## src/rtl/selfmade_pkg.sv

```systemverilog
// Shared constants and pixel type for the self_made_wrapper luma/smoothing stage.
package selfmade_pkg;

  localparam int unsigned LUMA_R     = 77;
  localparam int unsigned LUMA_G     = 150;
  localparam int unsigned LUMA_B     = 29;
  localparam int unsigned LUMA_RND   = 128;
  localparam int unsigned LUMA_SHIFT = 8;
  localparam int unsigned LATENCY    = 3;
  localparam int unsigned PIX_YW     = 16;

  // y is sized for the widest supported channel; narrower depths zero-extend.
  typedef struct packed {
    logic              active;
    logic [PIX_YW-1:0] y;
  } pixel_t;

endpackage

```

## src/rtl/rgb2gray.sv

```systemverilog
// Registered RGB to luma converter: Y = (77R + 150G + 29B + 128) >> 8.
module rgb2gray
  import selfmade_pkg::*;
#(
  parameter int P_IMGDEPTH = 8
) (
  input  logic                  clk,
  input  logic                  rst,
  input  logic                  active_i,
  input  logic [P_IMGDEPTH-1:0] r_i,
  input  logic [P_IMGDEPTH-1:0] g_i,
  input  logic [P_IMGDEPTH-1:0] b_i,
  output logic [P_IMGDEPTH-1:0] y_o,
  output logic                  active_o
);

  localparam int unsigned SW = 2 * P_IMGDEPTH + 1;

  logic [SW-1:0]         sum_d;
  logic [P_IMGDEPTH-1:0] y_d, y_q;
  logic                  active_q;

  // Coefficients sum to 256, so the shifted result never exceeds full scale.
  always_comb begin
    sum_d = SW'(LUMA_R) * SW'(r_i) + SW'(LUMA_G) * SW'(g_i)
          + SW'(LUMA_B) * SW'(b_i) + SW'(LUMA_RND);
    y_d   = P_IMGDEPTH'(sum_d >> LUMA_SHIFT);
  end

  always_ff @(posedge clk) begin
    if (rst) begin
      y_q      <= '0;
      active_q <= 1'b0;
    end else begin
      y_q      <= y_d;
      active_q <= active_i;
    end
  end

  assign y_o      = y_q;
  assign active_o = active_q;

endmodule

```

## src/rtl/self_made_wrapper.sv

```systemverilog
// Pixel stage: RGB->luma, optional [1 2 1]/4 horizontal smoothing (SELFMADE_SMOOTH_EN),
// blanking forced to zero, fixed 3-cycle latency in both builds.
module self_made_wrapper
  import selfmade_pkg::*;
#(
  parameter int P_IMGDEPTH = 8,
  parameter int HEIGHT     = 300,
  parameter int WIDTH      = 400,
  parameter int V_DISP     = 240,
  parameter int H_DISP     = 320
) (
  input  logic                         clk,
  input  logic                         rst,
  input  logic [$clog2(WIDTH+1)-1:0]   h_count_in,
  input  logic [$clog2(HEIGHT+1)-1:0]  v_count_in,
  input  logic [P_IMGDEPTH-1:0]        r_in,
  input  logic [P_IMGDEPTH-1:0]        g_in,
  input  logic [P_IMGDEPTH-1:0]        b_in,
  output logic [P_IMGDEPTH-1:0]        r_out,
  output logic [P_IMGDEPTH-1:0]        g_out,
  output logic [P_IMGDEPTH-1:0]        b_out
);

  logic                  act_in;
  logic [P_IMGDEPTH-1:0] y1;
  logic                  act1;
  pixel_t                c_d, c_q, res_d, res_q;
  logic [P_IMGDEPTH-1:0] out_d, out_q;

  assign act_in = (int'(h_count_in) < H_DISP) && (int'(v_count_in) < V_DISP);

  rgb2gray #(
    .P_IMGDEPTH(P_IMGDEPTH)
  ) u_rgb2gray (
    .clk     (clk),
    .rst     (rst),
    .active_i(act_in),
    .r_i     (r_in),
    .g_i     (g_in),
    .b_i     (b_in),
    .y_o     (y1),
    .active_o(act1)
  );

`ifdef SELFMADE_SMOOTH_EN
  logic                  first_in, last_in;
  logic                  first1_q, last1_q, first_c_q, last_c_q;
  logic [P_IMGDEPTH-1:0] yc, yl_q, yl_sel, yr_sel;
  logic [P_IMGDEPTH+1:0] sum_d;

  assign first_in = (h_count_in == '0);
  assign last_in  = (int'(h_count_in) == H_DISP - 1);

  // Window: yl_q = left, c_q = centre, y1 = right (one pixel ahead of centre).
  always_ff @(posedge clk) begin
    if (rst) begin
      first1_q  <= 1'b0;
      last1_q   <= 1'b0;
      first_c_q <= 1'b0;
      last_c_q  <= 1'b0;
      yl_q      <= '0;
    end else begin
      first1_q  <= first_in;
      last1_q   <= last_in;
      first_c_q <= first1_q;
      last_c_q  <= last1_q;
      yl_q      <= yc;
    end
  end

  // Edge replication keeps blanking samples and adjacent lines out of the sum.
  always_comb begin
    yc     = P_IMGDEPTH'(c_q.y);
    yl_sel = first_c_q ? yc : yl_q;
    yr_sel = last_c_q  ? yc : y1;
    sum_d  = (P_IMGDEPTH+2)'(yl_sel) + ((P_IMGDEPTH+2)'(yc) << 1)
           + (P_IMGDEPTH+2)'(yr_sel) + (P_IMGDEPTH+2)'(2);
    res_d        = '0;
    res_d.active = c_q.active;
    res_d.y      = PIX_YW'(sum_d >> 2);
  end
`else
  always_comb begin
    res_d = c_q;
  end
`endif

  always_comb begin
    c_d        = '0;
    c_d.active = act1;
    c_d.y      = PIX_YW'(y1);
    out_d      = res_q.active ? P_IMGDEPTH'(res_q.y) : '0;
  end

  always_ff @(posedge clk) begin
    if (rst) begin
      c_q   <= '0;
      res_q <= '0;
      out_q <= '0;
    end else begin
      c_q   <= c_d;
      res_q <= res_d;
      out_q <= out_d;
    end
  end

  assign r_out = out_q;
  assign g_out = out_q;
  assign b_out = out_q;

endmodule

```

## config.mk

```make
export PLATFORM = sky130hd
export DESIGN_NAME = self_made_wrapper
export DESIGN_NICKNAME = d
export VERILOG_FILES = /design/src/rtl/selfmade_pkg.sv /design/src/rtl/rgb2gray.sv /design/src/rtl/self_made_wrapper.sv
export SDC_FILE = /design/constraint.sdc
export NUM_CORES = 1
export LEC_CHECK = 0
export BUFFER_PORTS_ARGS = -buffer_cell sky130_fd_sc_hd__buf_2
export CELL_PAD_IN_SITES_DETAIL_PLACEMENT = 0
export CELL_PAD_IN_SITES_GLOBAL_PLACEMENT = 1
export CORE_ASPECT_RATIO = 0.75
export CORE_MARGIN = 2
export CORE_UTILIZATION = 45
export CTS_BUF_LIST = sky130_fd_sc_hd__clkbuf_4 sky130_fd_sc_hd__clkbuf_8
export DETAILED_ROUTE_END_ITERATION = 10
export GPL_ROUTABILITY_DRIVEN = 0
export HOLD_SLACK_MARGIN = 0.1
export PLACE_DENSITY = 0.85
export SYNTH_ARGS = -nofsm -noshare
export SYNTH_HDL_FRONTEND = slang
export SYNTH_SLANG_ARGS = --single-unit
```

## constraint.sdc

```tcl
create_clock -name clk -period 8.56 [get_ports clk]
set_input_delay 1.284 -clock clk [delete_from_list [all_inputs] [get_ports clk]]
set_output_delay 1.284 -clock clk [all_outputs]
set_load 0.02 [all_outputs]
```

==> results of run 1 <==
==> state kept, by name, indices dropped and copies added, names as in the netlist <==
| name | flops |
|---|---|
| b_out | 8 |
| u_rgb2gray.active_o | 1 |
| u_rgb2gray.y_o | 8 |
| c_q | 9 |
| res_q | 9 |
==> through the flow <==
stage / setup slack [ns] / std cells
6_report: 1.00 / 633
2_1_floorplan: 1.18 / 457
4_1_cts: 0.987 / 633
3_5_place_dp: 0.718 / 625
5_1_grt: 0.707 / 633
3_3_place_gp: 0.753 / 625
==> logic make-up (layout without fill, tap and decap cells) <==
logic type / count (synthesis) / after routing / synth area share (%)
flip-flops: 35 / 35 / 15.8
AO/OA/AOI/OAI: 44 / 44 / 6.76
buffers and inverters: 129 / 173 / 12.3
XOR/XNOR: 14 / 14 / 2.76
AND/OR/NAND/NOR: 82 / 82 / 10.1
multiplexers: 3 / 3 / 0.817
adder cells (fa/ha/maj): 150 / 150 / 51.5
==> final cells by class <==
| cell class | instances | area, sq um |
|---|---|---|
| fill | 949 | 4750 |
| multi-input combinational | 293 | 3200 |
| sequential | 35 | 701 |
| inverter | 108 | 405 |
| timing repair buffer | 57 | 285 |
| tap | 132 | 165 |
| clock buffer | 6 | 82.6 |
| clock inverter | 2 | 35.0 |
==> worst min-delay path by stage <==
stage / from / end / slack [ns] / depth (start not counted)
finish: res_q[1]$_SDFF_PP0_ / b_out[1]$_SDFF_PP0_ / 0.42 / 1
global route: res_q[2]$_SDFF_PP0_ / b_out[2]$_SDFF_PP0_ / 0.44 / 1
CTS: res_q[1]$_SDFF_PP0_ / b_out[1]$_SDFF_PP0_ / 0.43 / 1
detailed placement: res_q[2]$_SDFF_PP0_ / b_out[2]$_SDFF_PP0_ / 0.41 / 1
global placement: res_q[0]$_SDFF_PP0_ / b_out[0]$_SDFF_PP0_ / 0.41 / 1
floorplan: res_q[0]$_SDFF_PP0_ / b_out[0]$_SDFF_PP0_ / 0.41 / 1
==> per-layer routing <==
| metal | wire [microns] | GRT usage, % | vias to the layer above |
|---|---|---|---|
| met3 | 189 | 2.28 | 0 |
| met2 | 3680 | 28.4 | 36 |
| li1 | - | - | 1517 |
| met5 | 0 | 0 | - |
| met1 | 3610 | 20.3 | 1444 |
| met4 | 0 | 1.19 | 0 |
==> cell usage in the layout, fill, tap and decap left out, types with 6 or more instances in the layout <==
master and count:
inv_1 108, ha_1 95, buf_2 57, fa_1 55, dfxtp_1 35, nor2b_1 23
nor2_1 14, a21oi_1 13, nand2_1 12, a21o_1 10, xnor2_1 9, and2_1 8
nor3_1 7, clkbuf_8 6
==> results.ini, run 1 <==
[global_route]
grt-ovfl-total = 0
grt_usage_pct = 15.5
grt_pass1_wl_mm = 13.8
first_global_vias = 3181
grt_max_degree = 31
antenna_found_initial = 0

[yosys]
syn-cell-area_sq_um = 4440
synthCells = 457
ys_seq_area_share_pct = 15.8
syn_nets = 651
synthTopCellsByArea = ha_1 27%, fa_1 25%, dfxtp_1 16%, inv_1 9.1%, nor2b_1 3.2%
synth_top_area_share_pct = 26.8
syn_area_per_cell_sq_um = 9.72
ys.flop_type = dfxtp_1
synth_commonest_cells = 108 x inv_1, 95 x ha_1, 55 x fa_1
synth_edf_count = 0
yosysUniqueCellTypes = 40
yosysWarnings = 0
yosys.area.top_type = ha_1
async_flop_share_pct = 0
synth_seq_cells = 35
synth.most_common_cell = inv_1

[finish]
area_delta_synth_final_pct = 9.66
drive_gt1_share_pct = 15.0
post-route-util_pct = 50.6
n_antenna_cell = 0
finalNetCount = 694
fin_area_sq_um = 4870

[sta]
finalHoldViolCount = 0
maxSlewHeadroom_pct = 66.4
skew_ns = 0.00480
whs_ns = 0.423
slew_viol_final = 0
finalCriticalPeriod_ns = 7.56
worst_pin_slew_ns = 0.505
fin_crit_sh_pct = 88.3
fin_setup_tns_ns = 0
rsz0062_at_grt = false
max_freq_mhz = 132
setup_viol = 0

[setup_path]
arrival_ns = 7.73
critPathKind = in -> reg
crit_end = u_rgb2gray.y_o[7]$_SDFF_PP0_
crit_required_ns = 8.73
slowest_stage = fa_1
reg2reg_from = res_q[16]$_SDFF_PP0_
critPathTopFamily = adder cells
reg2reg_to = b_out[6]$_SDFF_PP0_
startpoint_type = input port
max_stage_delay_ns = 0.52
crit_path_max_fanout = 4
startpoint = g_in[4]
cp_num_cells = 26
end_kind = register
r2r_cells = 2
cpMostUsedCell = ha_1
rrSetupSlack_ns = 7.63
cp_num_buf_inv = 5

[detailed_routing]
first_pass_iters = 4
vias = 2997
vias_per_cell = 4.73
drc = 0
antenna_left = 0
first_iter_violations = 67
drt-total-wl_mm = 7.48
drt-wirelength-per-cell_microns = 11.8

[die]
fp.dieH_microns = 90.0
core_region_area_sq_um = 9620
core.rowCount = 31
die_x_microns = 119
dieArea_sq_um = 10700
io_pins = 68
initial_utilization_pct = 46.2

[cts]
ctsHoldBuffers = 0
cts_tree = yes
post_cts_buffers = 0
clock-sinks = 35
cts_resized = 0
clockBufferDepth = 2
htreeDepth = 2
clk_latency_ns = 0.28
numCtsBuffers = 5
clockRootBuffer = clkbuf_8
clk_pin_slew_ns = 0.07

[worst_hold_path]
hp-class = reg -> reg

[job]
maxCapViolations = 0

[placement]
dpl_cell_area_sq_um = 4750
port_buffers = 57
dp_hpwl_mm = 6.54

[status]
status = completed

Power of run 1 is not shown: default switching activity piles up to over one toggle a cycle in this logic, so the estimate is an artifact.
==> run 2: changes to the inputs <==
--- a/config.mk
+++ b/config.mk
@@ -10,5 +10,5 @@
 export CELL_PAD_IN_SITES_GLOBAL_PLACEMENT = 1
 export CORE_ASPECT_RATIO = 0.75
-export CORE_MARGIN = 2
+export CORE_MARGIN = 5
 export CORE_UTILIZATION = 45
 export CTS_BUF_LIST = sky130_fd_sc_hd__clkbuf_4 sky130_fd_sc_hd__clkbuf_8
==> constraint.sdc (replaced) <==
create_clock -name clk -period 8.56 [get_ports clk]
set_input_delay 0 -clock clk [delete_from_list [all_inputs] [get_ports clk]]
set_output_delay 0 -clock clk [all_outputs]
set_load 0.02 [all_outputs]
==> run 2 against run 1 <==
  * Critical endpoint unchanged
  * First-iteration DRC count decreased by 37%
  * Die area is 12% higher
  * Worst setup slack improved by 1.3 ns
  * Routed wire length hardly changed
  * Count of clock-buffer cells in the layout rose by 1
  * Clock skew hardly changed
  * Critical path type unchanged
  * Final cell count is 0.32% higher
  * Sequential cell count stayed put
  * Highest routed layer is now met4
  * Cell area rose by 0.13%
  * Register-to-register slack got worse by 0.04 ns
  * Global-route usage shrank 1.7 points
  * Hold slack worse by 0.26 ns
==> results.ini, run 2 (synthesis results as in run 1) <==
[placement]
port_buffers = 57
dpl_cell_area_sq_um = 4750
dp_hpwl_mm = 6.68

[setup_path]
end_kind = register
r2r_cells = 2
reg2reg_to = b_out[5]$_SDFF_PP0_
arrival_ns = 6.45
reg2reg_from = res_q[16]$_SDFF_PP0_
crit_path_max_fanout = 4
startpoint = g_in[4]
critPathKind = in -> reg
startpoint_type = input port
crit_required_ns = 8.74
rrSetupSlack_ns = 7.59

[die]
die_x_microns = 125
initial_utilization_pct = 46.0
dieArea_sq_um = 12000
core_region_area_sq_um = 9660
core.rowCount = 31
fp.dieH_microns = 96.0
io_pins = 68

[sta]
fin_setup_tns_ns = 0
slew_viol_final = 0
max_freq_mhz = 159
finalHoldViolCount = 0
fin_crit_sh_pct = 73.3
finalCriticalPeriod_ns = 6.27
maxSlewHeadroom_pct = 67.1
rsz0062_at_grt = false
worst_pin_slew_ns = 0.494
whs_ns = 0.162
setup_viol = 0
skew_ns = 0.00442

[detailed_routing]
drc = 0
antenna_left = 0
first_iter_violations = 42
drt-total-wl_mm = 7.48
vias_per_cell = 4.76
first_pass_iters = 4
vias = 3020
drt-wirelength-per-cell_microns = 11.8

[global_route]
grt_usage_pct = 13.8
first_global_vias = 3284
grt-ovfl-total = 0
grt_max_degree = 31
antenna_found_initial = 0
grt_pass1_wl_mm = 13.7

[cts]
cts_tree = yes
numCtsBuffers = 5
clk_pin_slew_ns = 0.07
htreeDepth = 2
clk_latency_ns = 0.28
clockRootBuffer = clkbuf_8
clockBufferDepth = 2
cts_resized = 0
clock-sinks = 35
post_cts_buffers = 0

[worst_hold_path]
hold_end = u_rgb2gray.y_o[4]$_SDFF_PP0_
hp-class = in -> reg
hold-path-cell-count = 2
hold_start = rst

[finish]
n_antenna_cell = 0
fin_area_sq_um = 4880
final_cell_mix = 108 x inv_1, 95 x ha_1, 57 x buf_2, 55 x fa_1, 35 x dfxtp_1
final_common_cell = inv_1
finalNetCount = 696
top_regs = c_q: 9 flops, res_q: 9 flops
post-route-util_pct = 50.5
area_delta_synth_final_pct = 9.80
drive_gt1_share_pct = 14.9

[status]
status = completed

[job]
maxCapViolations = 0

-- run 2: how the worst max path moves through the flow --
stage / endpoint / slack (ns) / cells after the start
finish: u_rgb2gray.y_o[7]$_SDFF_PP0_ / 2.29 / 26
detailed placement: u_rgb2gray.y_o[7]$_SDFF_PP0_ / 1.97 / 26
floorplan: u_rgb2gray.y_o[7]$_SDFF_PP0_ / 2.46 / 25
global route: u_rgb2gray.y_o[7]$_SDFF_PP0_ / 2.03 / 26
global placement: u_rgb2gray.y_o[7]$_SDFF_PP0_ / 2.03 / 26
CTS: u_rgb2gray.y_o[7]$_SDFF_PP0_ / 2.26 / 26
-- run 2: per-layer routing --
metal | GRT usage (%) | wire, microns
met2 | 26.0 | 3630
met4 | 2.55 | 80
met5 | 0 | 0
met1 | 16.7 | 3480
met3 | 2.88 | 285
-- run 2: worst max-delay path: stages --
cell,delay [ns]
buf_2,0.13
ha_1,0.31
ha_1,0.28
inv_1,0.05
fa_1,0.53
inv_1,0.05
fa_1,0.45
ha_1,0.36
nand2_1,0.08
or3b_1,0.39
nand2_1,0.08
nor2_1,0.05
xnor2_1,0.17
ha_1,0.28
fa_1,0.51
inv_1,0.05
fa_1,0.47
inv_1,0.05
fa_1,0.41
ha_1,0.29
ha_1,0.35
a21oi_1,0.16
nor2b_1,0.07
o21bai_2,0.21
a221o_1,0.37
mux2_4,0.30
-- run 2: stage by stage --
stage / setup slack (ns) / instances
final: 2.29 / 635
after global routing: 2.03 / 635
after CTS: 2.26 / 635
after detailed placement: 1.97 / 625
after global placement: 2.03 / 625
after floorplan: 2.46 / 457
-- run 2: layout make-up --
class	instances	area, sq um
fillers	909	4780
multi-input cells	293	3200
flip-flops and latches	35	701
inverters	108	405
repair buffers	59	305
well taps	132	165
clock buffers	7	96.3
clock inverters	1	7.51
-- run 2: what timing repair did --
item	in CTS	in global routing
hold endpoints to repair	1	0
setup endpoints to repair	0	0
hold buffers	2	0
Power of run 2 is left out for the same reason.
